File: config.mk
export PLATFORM = sky130hd
export DESIGN_NAME = uart_rx_frame_ctrl_flat
export DESIGN_NICKNAME = d
export VERILOG_FILES = /design/src/rtl/uart_rx_frame_ctrl_if.sv /design/src/rtl/uart_rx_frame_ctrl.sv /design/src/flat_wrapper.sv
export SDC_FILE = /design/constraint.sdc
export NUM_CORES = 1
export LEC_CHECK = 0
export CAP_MARGIN = 40
export CORE_AREA = 5 5 71 73
export DETAILED_ROUTE_END_ITERATION = 8
export DIE_AREA = 0 0 76 78
export GPL_ROUTABILITY_DRIVEN = 0
export SYNTH_ARGS = -nofsm -noshare
export SYNTH_HDL_FRONTEND = slang
export SYNTH_SLANG_ARGS = --single-unit
File: constraint.sdc
create_clock -name clk -period 3.5 [get_ports clk]
set_input_delay 0.525 -clock clk [delete_from_list [all_inputs] [get_ports clk]]
set_output_delay 0.525 -clock clk [all_outputs]
set_load 0.01 [all_outputs]
File: src/rtl/uart_rx_frame_ctrl_if.sv
// Bundle of the RX frame sequencer's line, tick and consumer handshake signals.
// master: the receiver drives the received word and its status.
// slave:  the line, tick and ready source that consumes the word.
interface uart_rx_frame_ctrl_if #(
   parameter int unsigned DATA_WIDTH = 8
);
   logic                  baud_tick;
   logic                  rx_in;
   logic                  rx_ready;
   logic [DATA_WIDTH-1:0] rx_data;
   logic                  rx_valid;
   logic                  parity_err;
   logic                  frame_err;
   logic                  overrun;
   logic                  busy;

   modport master (
      input  baud_tick, rx_in, rx_ready,
      output rx_data, rx_valid, parity_err, frame_err, overrun, busy
   );

   modport slave (
      output baud_tick, rx_in, rx_ready,
      input  rx_data, rx_valid, parity_err, frame_err, overrun, busy
   );
endinterface

File: src/rtl/uart_rx_frame_ctrl.sv
// UART receive frame sequencer: synchronises rx_in, walks start / data (LSB
// first) / optional parity / stop on oversampled ticks, and hands the word
// out on a valid/ready handshake with parity, framing and overrun flags.
// Optional parity bit: define UART_RX_PARITY_EN. Without it the PARITY state
// and the parity accumulator are absent and parity_err is held 0.
module uart_rx_frame_ctrl #(
   parameter int unsigned DATA_WIDTH = 8,
   parameter int unsigned OVERSAMPLE = 16,
   parameter int unsigned PARITY_ODD = 0
) (
   input logic                 clk,
   input logic                 rst,
   uart_rx_frame_ctrl_if.master bus
);

   localparam int unsigned TW = $clog2(OVERSAMPLE);
   localparam int unsigned BW = $clog2(DATA_WIDTH);
   localparam logic [TW-1:0] HALF_LAST = TW'(OVERSAMPLE / 2 - 1);
   localparam logic [TW-1:0] FULL_LAST = TW'(OVERSAMPLE - 1);
   localparam logic [BW-1:0] BIT_LAST  = BW'(DATA_WIDTH - 1);

`ifdef UART_RX_PARITY_EN
   typedef enum logic [2:0] {S_IDLE, S_START, S_DATA, S_PARITY, S_STOP} state_t;
`else
   typedef enum logic [2:0] {S_IDLE, S_START, S_DATA, S_STOP} state_t;
`endif

   state_t                state_q, state_d;
   logic                  sync1_q, rx_s_q;
   logic [TW-1:0]         tick_cnt_q, tick_cnt_d;
   logic [BW-1:0]         bit_cnt_q, bit_cnt_d;
   logic [DATA_WIDTH-1:0] shreg_q, shreg_d;
   logic                  armed_q, armed_d;
   logic [DATA_WIDTH-1:0] rx_data_q, rx_data_d;
   logic                  rx_valid_q, rx_valid_d;
   logic                  frame_err_q, frame_err_d;
   logic                  overrun_q, overrun_d;
   logic                  busy_q, busy_d;
   logic                  hs, deliver;
`ifdef UART_RX_PARITY_EN
   logic                  par_q, par_d;
   logic                  perr_q, perr_d;
   logic                  parity_err_q, parity_err_d;
`endif

   // Next-state, frame walking and delivery/handshake bookkeeping
   always_comb begin
      state_d     = state_q;
      tick_cnt_d  = tick_cnt_q;
      bit_cnt_d   = bit_cnt_q;
      shreg_d     = shreg_q;
      armed_d     = armed_q;
      rx_data_d   = rx_data_q;
      rx_valid_d  = rx_valid_q;
      frame_err_d = frame_err_q;
      overrun_d   = overrun_q;
      deliver     = 1'b0;
`ifdef UART_RX_PARITY_EN
      par_d        = par_q;
      perr_d       = perr_q;
      parity_err_d = parity_err_q;
`endif
      hs = rx_valid_q & bus.rx_ready;

      if (hs) begin
         rx_valid_d = 1'b0;
         overrun_d  = 1'b0;
      end

      if (bus.baud_tick) begin
         case (state_q)
            S_IDLE: begin
               // After a low stop bit the line must be seen high before re-arming
               if (!armed_q) begin
                  if (rx_s_q) armed_d = 1'b1;
               end else if (!rx_s_q) begin
                  state_d    = S_START;
                  tick_cnt_d = '0;
               end
            end
            S_START: begin
               if (tick_cnt_q == HALF_LAST) begin
                  tick_cnt_d = '0;
                  bit_cnt_d  = '0;
                  state_d    = rx_s_q ? S_IDLE : S_DATA;
`ifdef UART_RX_PARITY_EN
                  par_d      = 1'b0;
`endif
               end else begin
                  tick_cnt_d = tick_cnt_q + TW'(1);
               end
            end
            S_DATA: begin
               if (tick_cnt_q == FULL_LAST) begin
                  tick_cnt_d = '0;
                  shreg_d    = {rx_s_q, shreg_q[DATA_WIDTH-1:1]};
`ifdef UART_RX_PARITY_EN
                  par_d      = par_q ^ rx_s_q;
`endif
                  if (bit_cnt_q == BIT_LAST) begin
`ifdef UART_RX_PARITY_EN
                     state_d = S_PARITY;
`else
                     state_d = S_STOP;
`endif
                  end else begin
                     bit_cnt_d = bit_cnt_q + BW'(1);
                  end
               end else begin
                  tick_cnt_d = tick_cnt_q + TW'(1);
               end
            end
`ifdef UART_RX_PARITY_EN
            S_PARITY: begin
               if (tick_cnt_q == FULL_LAST) begin
                  tick_cnt_d = '0;
                  perr_d     = rx_s_q ^ par_q ^ 1'(PARITY_ODD);
                  state_d    = S_STOP;
               end else begin
                  tick_cnt_d = tick_cnt_q + TW'(1);
               end
            end
`endif
            S_STOP: begin
               if (tick_cnt_q == FULL_LAST) begin
                  tick_cnt_d = '0;
                  deliver    = 1'b1;
                  armed_d    = rx_s_q;
                  state_d    = S_IDLE;
               end else begin
                  tick_cnt_d = tick_cnt_q + TW'(1);
               end
            end
            default: state_d = S_IDLE;
         endcase
      end

      // A completed word is accepted only if the output slot is free this cycle
      if (deliver) begin
         if (!rx_valid_q || hs) begin
            rx_data_d   = shreg_d;
            frame_err_d = ~rx_s_q;
            rx_valid_d  = 1'b1;
`ifdef UART_RX_PARITY_EN
            parity_err_d = perr_q;
`endif
         end else begin
            overrun_d = 1'b1;
         end
      end

      busy_d = (state_d != S_IDLE);
   end

   // All state, synchroniser and output registers
   always_ff @(posedge clk) begin
      if (rst) begin
         state_q     <= S_IDLE;
         sync1_q     <= 1'b1;
         rx_s_q      <= 1'b1;
         tick_cnt_q  <= '0;
         bit_cnt_q   <= '0;
         shreg_q     <= '0;
         armed_q     <= 1'b0;
         rx_data_q   <= '0;
         rx_valid_q  <= 1'b0;
         frame_err_q <= 1'b0;
         overrun_q   <= 1'b0;
         busy_q      <= 1'b0;
`ifdef UART_RX_PARITY_EN
         par_q        <= 1'b0;
         perr_q       <= 1'b0;
         parity_err_q <= 1'b0;
`endif
      end else begin
         state_q     <= state_d;
         sync1_q     <= bus.rx_in;
         rx_s_q      <= sync1_q;
         tick_cnt_q  <= tick_cnt_d;
         bit_cnt_q   <= bit_cnt_d;
         shreg_q     <= shreg_d;
         armed_q     <= armed_d;
         rx_data_q   <= rx_data_d;
         rx_valid_q  <= rx_valid_d;
         frame_err_q <= frame_err_d;
         overrun_q   <= overrun_d;
         busy_q      <= busy_d;
`ifdef UART_RX_PARITY_EN
         par_q        <= par_d;
         perr_q       <= perr_d;
         parity_err_q <= parity_err_d;
`endif
      end
   end

   assign bus.rx_data   = rx_data_q;
   assign bus.rx_valid  = rx_valid_q;
   assign bus.frame_err = frame_err_q;
   assign bus.overrun   = overrun_q;
   assign bus.busy      = busy_q;
`ifdef UART_RX_PARITY_EN
   assign bus.parity_err = parity_err_q;
`else
   // PARITY_ODD has no effect without a parity bit; the flag is constant 0
   assign bus.parity_err = 1'(PARITY_ODD) & 1'b0;
`endif

endmodule
File: src/flat_wrapper.sv
// flat-port wrapper written by rule: the top's interface ports become plain ports
module uart_rx_frame_ctrl_flat 
#(
   parameter int unsigned DATA_WIDTH = 8,
   parameter int unsigned OVERSAMPLE = 16,
   parameter int unsigned PARITY_ODD = 0
)
  (clk, rst, bus_baud_tick, bus_rx_in, bus_rx_ready, bus_rx_data, bus_rx_valid, bus_parity_err, bus_frame_err, bus_overrun, bus_busy);
  uart_rx_frame_ctrl_if #(.DATA_WIDTH(DATA_WIDTH)) bus_i ();
  input logic clk;
  input logic rst;
  input wire logic [$bits(bus_i.baud_tick)-1:0] bus_baud_tick;
  input wire logic [$bits(bus_i.rx_in)-1:0] bus_rx_in;
  input wire logic [$bits(bus_i.rx_ready)-1:0] bus_rx_ready;
  output wire logic [$bits(bus_i.rx_data)-1:0] bus_rx_data;
  output wire logic [$bits(bus_i.rx_valid)-1:0] bus_rx_valid;
  output wire logic [$bits(bus_i.parity_err)-1:0] bus_parity_err;
  output wire logic [$bits(bus_i.frame_err)-1:0] bus_frame_err;
  output wire logic [$bits(bus_i.overrun)-1:0] bus_overrun;
  output wire logic [$bits(bus_i.busy)-1:0] bus_busy;
  assign bus_i.baud_tick = bus_baud_tick;
  assign bus_i.rx_in = bus_rx_in;
  assign bus_i.rx_ready = bus_rx_ready;
  assign bus_rx_data = bus_i.rx_data;
  assign bus_rx_valid = bus_i.rx_valid;
  assign bus_parity_err = bus_i.parity_err;
  assign bus_frame_err = bus_i.frame_err;
  assign bus_overrun = bus_i.overrun;
  assign bus_busy = bus_i.busy;
  uart_rx_frame_ctrl #(.DATA_WIDTH(DATA_WIDTH), .OVERSAMPLE(OVERSAMPLE), .PARITY_ODD(PARITY_ODD)) u_core (.clk(clk), .rst(rst), .bus(bus_i));
endmodule
Word level (Yosys, flattened, before mapping)
Index checks and enable logic that the tools add are counted.
{"block": "word_totals", "regBits": 33, "latch_bits": 0, "mem_bits_rw": 0, "mem_bits_ro": 0, "inputBits": 5, "wordCells": 74, "mem_count": 0}
{"block": "op_classes", "addsub": 2, "mul": 0, "n_div": 0, "n_lt_le_gt_ge": 0, "eq_ne": 12, "shifts": 0, "n_mux": 34, "bitwise": 2, "n_reduce_logical": 12}
{"op": "2-to-1 mux 3 bit", "count": 10}
{"op": "2-to-1 mux 8 bit", "count": 3}
{"op": "2-to-1 mux 4 bit", "count": 4}
{"op": "2-to-1 mux 1 bit", "count": 12}
{"op": "case mux 3 bit (4 select lines)", "count": 1}
{"op": "case mux 4 bit (3 select lines)", "count": 1}
{"op": "inequality test 2 x 1 -> 1 bit (second input constant)", "count": 4}
{"op": "equality test 3 x 2 -> 1 bit (second input constant)", "count": 2}
{"op": "case mux 3 bit (2 select lines)", "count": 1}
{"op": "nonzero test 3 bit", "count": 2}
{"op": "AND reduction 5 bit", "count": 1}
{"op": "adder 4 x 1 -> 4 bit (second input constant)", "count": 1}
{"op": "equality test 4 x 3 -> 1 bit (second input constant)", "count": 1}
{"op": "equality test 4 bit (second input constant)", "count": 1}
{"op": "inequality test 2 bit (second input constant)", "count": 2}
{"op": "AND reduction 4 bit", "count": 1}
{"op": "nonzero test 2 bit", "count": 2}
{"op": "adder 3 x 1 -> 3 bit (second input constant)", "count": 1}
{"op": "equality test 3 x 1 -> 1 bit (second input constant)", "count": 1}
{"op": "equality test 3 bit (second input constant)", "count": 1}
{"op": "logical NOT 3 bit", "count": 1}
{"op": "AND reduction 3 bit", "count": 1}
{"op": "2-to-1 mux 2 bit", "count": 1}
{"op": "case mux 1 bit (2 select lines)", "count": 1}
{"op": "other kinds (6)", "count": 6}

Longest topological paths before layout
{"block": "depth", "ltp_word": 6, "ltp_mapped": 6, "depth_no_buf": 6}

Worst setup path before layout
Ideal clock, no wire load.
{"block": "synth_timing", "path_kind": "register to register", "startpoint": "register u_core.tick_cnt_q[0]", "endpoint": "register u_core.rx_data_q[4], in the netlist u_core.bus.rx_data[4]", "setup_ns": 0.128, "arrival_ns": 1.426, "required_ns": 3.372, "slack_ns": 1.947, "stages_incl_launch_ff": 7, "synth_period_minus_slack_ns": 1.553, "path_cell_list": "dfxtp_1 -> ha_1 -> nand3_2 -> nor4_2 -> buf_6 -> mux2i_1 -> nor2_1"}
{"block": "synth_via", "elab_chain_cells": 5, "elab_cells_between_ends": 8}
{"element": "start: declaration", "line_no": "uart_rx_frame_ctrl.sv:30", "text": "logic [TW-1:0] tick_cnt_q, tick_cnt_d;"}
{"element": "start signal: assignment", "line_no": "uart_rx_frame_ctrl.sv:179", "text": "tick_cnt_q <= tick_cnt_d;"}
{"element": "equality test 4 bit (*)", "line_no": "uart_rx_frame_ctrl.sv:94, uart_rx_frame_ctrl.sv:125"}
{"element": "2-to-1 mux 1 bit", "line_no": "uart_rx_frame_ctrl.sv:125", "text": "if (tick_cnt_q == FULL_LAST) begin"}
{"element": "2-to-1 mux 1 bit", "line_no": "uart_rx_frame_ctrl.sv:71", "text": "case (state_q)"}
{"element": "2-to-1 mux 1 bit", "line_no": "uart_rx_frame_ctrl.sv:70", "text": "if (bus.baud_tick) begin"}
{"element": "AND reduction 2 bit (no line)"}
{"element": "end signal: assignment", "line_no": "uart_rx_frame_ctrl.sv:183", "text": "rx_data_q <= rx_data_d;"}
{"element": "end: declaration", "line_no": "uart_rx_frame_ctrl.sv:34", "text": "logic [DATA_WIDTH-1:0] rx_data_q, rx_data_d;"}
Every way passes the cells marked *; elsewhere a longest branch is shown, timed or not.
A chain may end at the register's enable or synchronous reset.

==> impl_metrics.py <==
metrics = {
    "die": {
        "io_pins": 18,
        "core_um2": 4290,
        "rows": 24,
        "dieWidth_um": 76,
        "dieArea_um2": 5930,
        "die-height_um": 78,
        "start_util": 0.337,
    },
    "cells_and_area": {
        "fill_cells": 439,
        "synthToLayoutAreaGrowth_pct": 21.4,
        "layout-drive-gt1-share": 0.126,
        "nets": 174,
        "diodes": 0,
        "post-route-util": 0.410,
        "final_common_cell": "dfxtp_1",
        "final_area_um2": 1760,
        "final_cell_mix": "dfxtp_1 (33), nor2_1 (24), mux2i_1 (17)",
    },
    "global_route": {
        "grt.overflow.total": 0,
        "grt_max_degree": 18,
        "antenna_found_initial": 0,
        "track_usage": 0.100,
        "grt_pass1_wl_mm": 4.92,
        "grt_pass1_vias": 1119,
    },
    "setup_path": {
        "worstPathRequired_ps": 3680,
        "worstSetupPathType": "input pin to flop",
        "r2r_cells": 6,
        "crit_path_end_kind": "flop",
        "crit_path_start": "rst",
        "cp-start-kind": "input pin",
        "reg2reg_from": "u_core.tick_cnt_q[0]$_SDFFE_PP0P_",
        "arrival_ps": 2090,
        "crit_fanout": 17,
        "reg2reg_slack_ps": 1730,
        "regToRegEndpoint": "u_core.bus.rx_data[0]$_SDFFE_PP0P_",
    },
    "sta": {
        "worst_slew_pin_slew_ps": 661,
        "rsz0062_at_grt": "false",
        "finClkSkew_ps": 6.41,
        "post-route-period-util": 0.547,
        "drv_slew": 0,
        "max_freq_mhz": 522,
        "tns_ps": 0,
        "slew_headroom": 0.558,
        "setup_viol": 0,
        "hold_viol": 0,
        "period_needed_ps": 1910,
    },
    "power": {
        "vdd_ir_drop_max_mv": 0.225,
        "leakage_nw": 0.604,
        "p_per_area_nw_per_um2": 440,
    },
    "synth": {
        "ys_async_sr_fraction": 0,
        "netlist_area_um2": 1450,
        "synth.net_count": 157,
        "synth_edf_count": 0,
        "yosysWarnings": 0,
        "synth_area_per_cell_um2": 9.72,
        "ys_ff_latch": 33,
        "syn-instance-count": 149,
        "ys_seq_area_frac": 0.456,
        "synth_cell_types": 48,
        "ys.flop_type": "dfxtp_1",
    },
    "placed_design": {
        "dp_hpwl_mm": 1.99,
        "portBuffers": 16,
        "place_area_um2": 1630,
    },
    "cts": {
        "cts_made_buffers": 5,
        "cts-hold-fix-buffers": 0,
        "htree_levels": 2,
        "clkLatencyLatePin_ps": 280,
        "cts-root-buf": "clkbuf_8",
        "clockBufferDepth": 2,
        "post_cts_buffers": 0,
        "path_clk_slew_ps": 70,
        "clock_sinks": 33,
        "cts-resized-gates": 0,
        "cts_tree": "yes",
    },
    "job": {
        "maxCapViolCount": 0,
    },
    "drt": {
        "wirelength_mm": 2.78,
        "vias_per_cell": 5.04,
        "ant_nets": 0,
        "dr.pass1.iters": 4,
        "drtIter0Drc": 23,
        "vias": 1103,
        "wire_per_inst_um": 12.7,
        "remaining_drc_errors": 0,
    },
    "worst_hold_path": {
        "min_from": "u_core.sync1_q$_SDFF_PP1_",
        "hold_depth": 1,
        "hold_path_class": "flop to flop",
        "min_to": "u_core.rx_s_q$_SDFF_PP1_",
    },
    "status": {
        "outcome": "finished clean",
    },
}
## sequential cells by signal, summed over array words and instances, names as in the netlist
register / cells
u_core.bus.busy: 1
u_core.shreg_q: 8
u_core.bus.rx_valid: 1
u_core.armed_q: 1
u_core.bus.rx_data: 8
u_core.tick_cnt_q: 4
u_core.bus.frame_err: 1
u_core.bus.overrun: 1
u_core.sync1_q: 1
u_core.state_q: 3
u_core.rx_s_q: 1
u_core.bit_cnt_q: 3
## cells by family after synthesis
logic type	Yosys count	share of synthesized area
compound gates	27	0.135
xor+xnor	1	0.00605
fa+ha+maj	3	0.0259
buf+inv	10	0.0423
flops	33	0.456
mux	17	0.117
other cells	1	0.00259
simple gates	57	0.215
## worst max-delay path by stage
stage / end / slack, ps / cells past startpoint
floorplan: u_core.bus.rx_data[4]$_SDFFE_PP0P_ / 1950 / 6
global placement: u_core.shreg_q[6]$_SDFF_PP0_ / 1130 / 5
detailed placement: u_core.shreg_q[2]$_SDFF_PP0_ / 1040 / 5
CTS: u_core.shreg_q[2]$_SDFF_PP0_ / 1350 / 5
global route: u_core.bit_cnt_q[2]$_SDFFE_PP0P_ / 1500 / 4
finish: u_core.bit_cnt_q[2]$_SDFFE_PP0P_ / 1590 / 4
## synth_stat cells (all sizes together) (2+ instances only)
cell | count | area [um^2]
nand2 | 6 | 22.5
nand2b | 5 | 33.8
dfxtp | 33 | 661
buf | 7 | 50.0
a211oi | 2 | 20.0
a21oi | 7 | 35.0
mux2i | 17 | 170
nor3 | 6 | 35.0
o21ai | 4 | 20.0
nor2b | 3 | 21.3
a32o | 2 | 20.0
nand3 | 2 | 15.0
clkbuf | 2 | 7.51
or2 | 2 | 12.5
ha | 3 | 37.5
a31oi | 2 | 12.5
nor2 | 24 | 90.1
## metrics by stage
step                power [mW]  hold WS [ps]  std cells  worst slack (ps)
floorplan                0.403           389        149              1950
global placement         0.412           399        210              1130
detailed placement       0.412           404        210              1040
CTS                      0.786           423        218              1350
global route             0.809           429        219              1500
finish                   0.775           418        219              1590
## worst max-delay path: stages
cell and delay, ps:
clkdlybuf4s50_1 890, buf_4 330, nor2_1 80, a32o_1 260
## where the power goes
| group | switching, mW | internal (mW) |
|---|---|---|
| sequential | 0.00223 | 0.378 |
| clock | 0.139 | 0.231 |
| combinational | 0.0136 | 0.0101 |
| total | 0.155 | 0.619 |
## routing by layer
| layer | track usage | part of all wire | vias to the layer above |
|---|---|---|---|
| li1 | - | - | 559 |
| met1 | 0.113 | 0.46 | 525 |
| met2 | 0.164 | 0.49 | 17 |
| met3 | 0.0486 | 0.042 | 2 |
| met4 | 0.0374 | 0.0040 | 0 |
| met5 | 0 | 0 | - |
## area by class of cell
cell class	count	area (um^2)	area share
Timing Repair Buffer	19	183	0.104
Tap cell	52	65.1	0.0370
Clock buffer	6	82.6	0.0469
Multi-Input combinational cell	106	727	0.413
Inverter	1	3.75	0.00213
Clock inverter	2	37.5	0.0213
Sequential cell	33	661	0.376
Note: power is estimated with default switching activity, not from simulation.
